**src/rtl/ita_package.sv**
```systemverilog
// ita_package: ITA control, controller-step and scheduler job descriptor types
package ita_package;
  typedef enum logic [1:0] {Attention, Feedforward, Linear} layer_e;
  typedef enum logic [1:0] {Identity, Relu, Gelu} activation_e;
  typedef enum logic [3:0] {Idle, Q, K, V, QK, AV, OW, F1, F2, MatMul} step_e;
  typedef struct packed {
    logic start;
    layer_e layer;
    activation_e activation;
    logic [7:0] eps_mult;
    logic [4:0] right_shift;
    logic [7:0] add;
    logic [11:0] tile_s;
  } ctrl_t;
  localparam int unsigned JobIdW = 4;
  typedef struct packed {
    ctrl_t ctrl;
    logic [JobIdW-1:0] id;
  } job_t;
endpackage

```
**src/rtl/ita_job_fifo.sv**
```systemverilog
// ita_job_fifo: power-of-two job queue with wrap-bit full/empty detection
module ita_job_fifo #(
  parameter int unsigned Depth = 4,
  parameter type T = logic
) (
  input  logic clk_i,
  input  logic rst_ni,
  input  logic push,
  input  T     wdata,
  input  logic pop,
  output T     rdata,
  output logic full,
  output logic empty
);
  localparam int unsigned AW = $clog2(Depth);
  T mem [Depth];
  logic [AW:0] wptr_q, rptr_q;
  assign empty = wptr_q == rptr_q;
  assign full  = (wptr_q ^ rptr_q) == {1'b1, {AW{1'b0}}};
  assign rdata = mem[rptr_q[AW-1:0]];
  always_ff @(posedge clk_i or negedge rst_ni) begin
    if (!rst_ni) begin
      wptr_q <= '0;
      rptr_q <= '0;
    end else begin
      if (push && !full) wptr_q <= wptr_q + 1'b1;
      if (pop && !empty) rptr_q <= rptr_q + 1'b1;
    end
  end
  always_ff @(posedge clk_i) begin
    if (push && !full) mem[wptr_q[AW-1:0]] <= wdata;
  end
endmodule

```
**src/rtl/ita_job_scheduler.sv**
```systemverilog
// ita_job_scheduler: round-robin job intake, queueing and ITA launch/complete sequencing
module ita_job_scheduler
  import ita_package::*;
#(
  parameter int unsigned NumReq = 2,
  parameter int unsigned QueueDepth = 4,
  parameter int unsigned IdW = 4,
  localparam int unsigned ReqW = NumReq > 1 ? $clog2(NumReq) : 1
) (
  input  logic              clk_i,
  input  logic              rst_ni,
  input  logic [NumReq-1:0] req_valid_i,
  output logic [NumReq-1:0] req_ready_o,
  input  job_t [NumReq-1:0] req_job_i,
  output logic              start_o,
  output ctrl_t             ctrl_o,
  input  step_e             step_i,
  input  logic              ita_busy_i,
  output logic              done_valid_o,
  input  logic              done_ready_i,
  output logic [IdW-1:0]    done_id_o,
  output logic [ReqW-1:0]   done_req_o,
  output logic              idle_o
);
  typedef struct packed {
    job_t job;
    logic [ReqW-1:0] req;
  } entry_t;
  typedef enum logic [2:0] {StIdle, StLaunch, StWaitStart, StRun, StComplete} state_e;
  state_e state_q, state_d;
  entry_t push_data, head, cur_q;
  logic full, empty, push, pop, gnt_vld;
  logic [ReqW-1:0] ptr_q, gnt_idx, idx;
  always_comb begin
    gnt_vld = 1'b0;
    gnt_idx = '0;
    idx = '0;
    for (int i = 0; i < NumReq; i++) begin
      idx = ReqW'((int'(ptr_q) + i) % int'(NumReq));
      if (!gnt_vld && req_valid_i[idx]) begin
        gnt_vld = 1'b1;
        gnt_idx = idx;
      end
    end
  end
  // ready is gated by reset so nothing looks accepted while rst_ni is low
  assign push = gnt_vld && !full && rst_ni;
  assign push_data = '{job: req_job_i[gnt_idx], req: gnt_idx};
  always_comb begin
    req_ready_o = '0;
    req_ready_o[gnt_idx] = push;
  end
  ita_job_fifo #(.Depth(QueueDepth), .T(entry_t)) u_fifo (
    .clk_i (clk_i),
    .rst_ni(rst_ni),
    .push  (push),
    .wdata (push_data),
    .pop   (pop),
    .rdata (head),
    .full  (full),
    .empty (empty)
  );
  always_comb begin
    state_d = state_q;
    pop = 1'b0;
    case (state_q)
      StIdle: begin
        pop = !empty;
        state_d = empty ? StIdle : StLaunch;
      end
      StLaunch:    state_d = StWaitStart;
      StWaitStart: state_d = step_i != Idle ? StRun : StWaitStart;
      StRun:       state_d = (step_i == Idle && !ita_busy_i) ? StComplete : StRun;
      StComplete:  state_d = done_ready_i ? StIdle : StComplete;
      default:     state_d = StIdle;
    endcase
  end
  always_ff @(posedge clk_i or negedge rst_ni) begin
    if (!rst_ni) begin
      state_q <= StIdle;
      ptr_q <= '0;
      cur_q <= '0;
    end else begin
      state_q <= state_d;
      if (push) ptr_q <= (gnt_idx == ReqW'(NumReq - 1)) ? '0 : gnt_idx + 1'b1;
      if (pop) cur_q <= head;
    end
  end
  assign start_o = state_q == StLaunch;
  always_comb begin
    ctrl_o = cur_q.job.ctrl;
    ctrl_o.start = start_o;
  end
  assign done_valid_o = state_q == StComplete;
  assign done_id_o = IdW'(cur_q.job.id);
  assign done_req_o = cur_q.req;
  assign idle_o = empty && state_q == StIdle;
endmodule
```
**config.mk**
```make
export PLATFORM = sky130hd
export DESIGN_NAME = ita_job_scheduler
export DESIGN_NICKNAME = d
export VERILOG_FILES = /design/src/rtl/ita_package.sv /design/src/rtl/ita_job_fifo.sv /design/src/rtl/ita_job_scheduler.sv
export SDC_FILE = /design/constraint.sdc
export NUM_CORES = 1
export LEC_CHECK = 0
export ABC_CLOCK_PERIOD_IN_PS = 4100
export BUFFER_PORTS_ARGS = -buffer_cell sky130_fd_sc_hd__buf_2
export CORE_UTILIZATION = 40
export DETAILED_ROUTE_END_ITERATION = 6
export HOLD_SLACK_MARGIN = 0.12
export PLACE_DENSITY_LB_ADDON = 0.15
export SYNTH_ARGS = -nofsm -noshare
export SYNTH_HDL_FRONTEND = slang
export SYNTH_HIERARCHICAL = 1
export SYNTH_SLANG_ARGS = --single-unit
```
**constraint.sdc**
```tcl
create_clock -name clk_i -period 4.1 [get_ports clk_i]
set_input_delay 0.205 -clock clk_i [delete_from_list [all_inputs] [get_ports clk_i]]
set_output_delay 0.205 -clock clk_i [all_outputs]
set_load 0.005 [all_outputs]
```
==> reports/summary.txt <==
Setup Buffers After CTS -> 0
Cell area after synthesis -> 8870 µm²
Final Setup Violations -> 0
Min-Delay Path Class -> in -> reg
# IOs -> 142
Setup CP Type -> reg -> out
CP Max Fanout -> 45
# port buffers -> 139
Status -> complete, no violations
CTS Sinks -> 220
Global router's overall resource usage -> 15.8%
# diodes -> 0
Pwr/cell area -> 558 nW/µm²
Die width -> 151 µm
Clk_skew -> 10.1 ps
Worst path required time -> 3890 ps
# nets final -> 771
Via count -> 4,790
CTS Buf Count -> 25
Vias per inst -> 4.94
TritonCTS clock tree -> done
Fin cells -> 970
Initial core utilization -> 40.8%
Residual DRC -> 0
Full die area -> 22,800 µm²
Tot Pwr -> 0.00645 W
Slew @ Worst Pin -> 945 ps
Mapped Cells -> 429
Yosys warnings -> 6
Fraction of layout instances using a drive strength above 1 -> 46.7%
Tmin final -> 3020 ps
Die Y -> 151 µm
Register area -> 6350 µm²
LEAKAGE -> 4.43 nW
Pin count of the biggest net entering global routing -> 53
First-iteration detailed-routing DRC count -> 175
Dpl cells -> 838
Clk_lat worst skew -> 510 ps
Slew headroom -> 37.0%
Number of global-route vias before repair -> 4,970
Arrival @ worst endpoint -> 2810 ps
Mean Syn Cell Area -> 20.7 µm²
Slew Viols, Final -> 0
H-tree depth -> 1
Final hold vios -> 0
Congestion Overflow GR -> 0
Initial antenna violation count -> 0
Final Util -> 53.1%
Gp weighted congestion -> 0.737
Cts hold-fix bufs -> 87
Clock-pin slew on the worst setup and hold paths -> 60 ps
Post-cts gate resize count -> 0
Met1 global-route usage -> 19.8%
Worst VDD drop -> 265 µV
Setup_tns -> 0 ps
Final wirelength -> 17,600 µm
CTS Buffer Depth -> 3
Tcrit/Tclk final -> 73.6%
Clock root cell -> clkbuf_16
Startpoint types -> flop
Core area -> 21,800 µm²
Max Cap Viol -> 0
CP Capture Type -> output port
Syn_nets -> 528
Detailed Routing Iterations Pass 1 -> 4
Area of the multi-input gates -> 2380 µm²
# rows -> 54
First-pass GRT wire length -> 26,900 µm
Post-DP HPWL -> 9910 µm
Syn-to-layout area delta -> 30.2%
FILL cells -> 1,829
Max Fclk -> 0.331 GHz
GR Util met2 -> 28.5%
Mean routed wirelength per cell -> 18.1 µm
Global route hottest layer -> met2
Unrepaired setup endpoints after global routing -> no
Routed Antenna Nets -> 0
Met3 usage -> 2.47%
-- worst max-delay path, cell delays in order (launching register included) --
cell and delay (ps):
dfrtp_4 420, buf_4 750, xor2_2 270, nor3_1 510, and3_1 250, buf_2 110
-- stage by stage --
stage                     hold slack [ps]  worst slack (ps)  area, µm²
after global placement                467              1200       9930
after global routing                  266               816      11500
after floorplan                     -90.6               904       8870
after CTS                             230               961      11500
final                                 242              1080      11500
after detailed placement              470              1170       9930
-- state kept, by name, summed over array words and instances, names as in the netlist --
name,flops
ctrl_o,37
done_id_o,4
done_req_o,1
ptr_q,1
state_q,3
u_fifo/mem,168
u_fifo/rptr_q,3
u_fifo/wptr_q,3
-- layout by cell type, fill, tap and decap left out, types with 2 or more instances in the layout --
master	n
dfrtp_1	50
nor3_1	3
xor2_2	2
edfxtp_1	168
clkinv_2	5
clkbuf_1	5
ha_1	5
xnor2_1	4
mux4_2	42
mux2_2	81
a211oi_2	2
a21oi_1	5
o31ai_2	2
mux2_1	3
nand2b_1	3
buf_12	5
nor3b_1	2
buf_2	139
xor2_1	2
clkinvlp_4	2
nand2_1	4
clkbuf_8	3
buf_4	4
inv_1	8
clkbuf_16	25
clkinv_1	5
and3_2	3
dlygate4sd3_1	87
o31ai_1	3
nor2_1	4
-- report_power, final --
part	internal [W]	switching, W
clock network	0.00117	0.000824
logic	0.000750	0.000694
registers	0.00287	0.000144
-- cell type report --
| type | instances | share of cell area (%) |
|---|---|---|
| sequential | 220 | 55.0 |
| timing repair buffer | 235 | 14.7 |
| tap | 280 | 3.03 |
| inverter | 8 | 0.260 |
| clock buffer | 33 | 5.94 |
| multi-input combinational | 182 | 20.6 |
| clock inverter | 12 | 0.509 |
-- final timing paths --
check	slack (ps)	depth (start not counted)	endpoint	startpoint
max	1080	5	idle_o	u_fifo/rptr_q[0]
min in group asynchronous	460	3	ctrl_o[31]	rst_ni
max reg2reg	1240	7	u_fifo/mem[1][0]	u_fifo/wptr_q[0]
max in group asynchronous	3050	3	u_fifo/rptr_q[0]	rst_ni
min	240	5	u_fifo/wptr_q[0]	req_valid_i[0]
min reg2reg	480	1	ctrl_o[27]	ctrl_o[27]
-- metal layers --
| metal | wire length, µm | part of all wire, % |
|---|---|---|
| met3 | 663 | 3.8 |
| met5 | 0 | 0 |
| met1 | 7350 | 42 |
| met2 | 9330 | 53 |
| met4 | 234 | 1.3 |
Power figures use the tool's default switching activity.
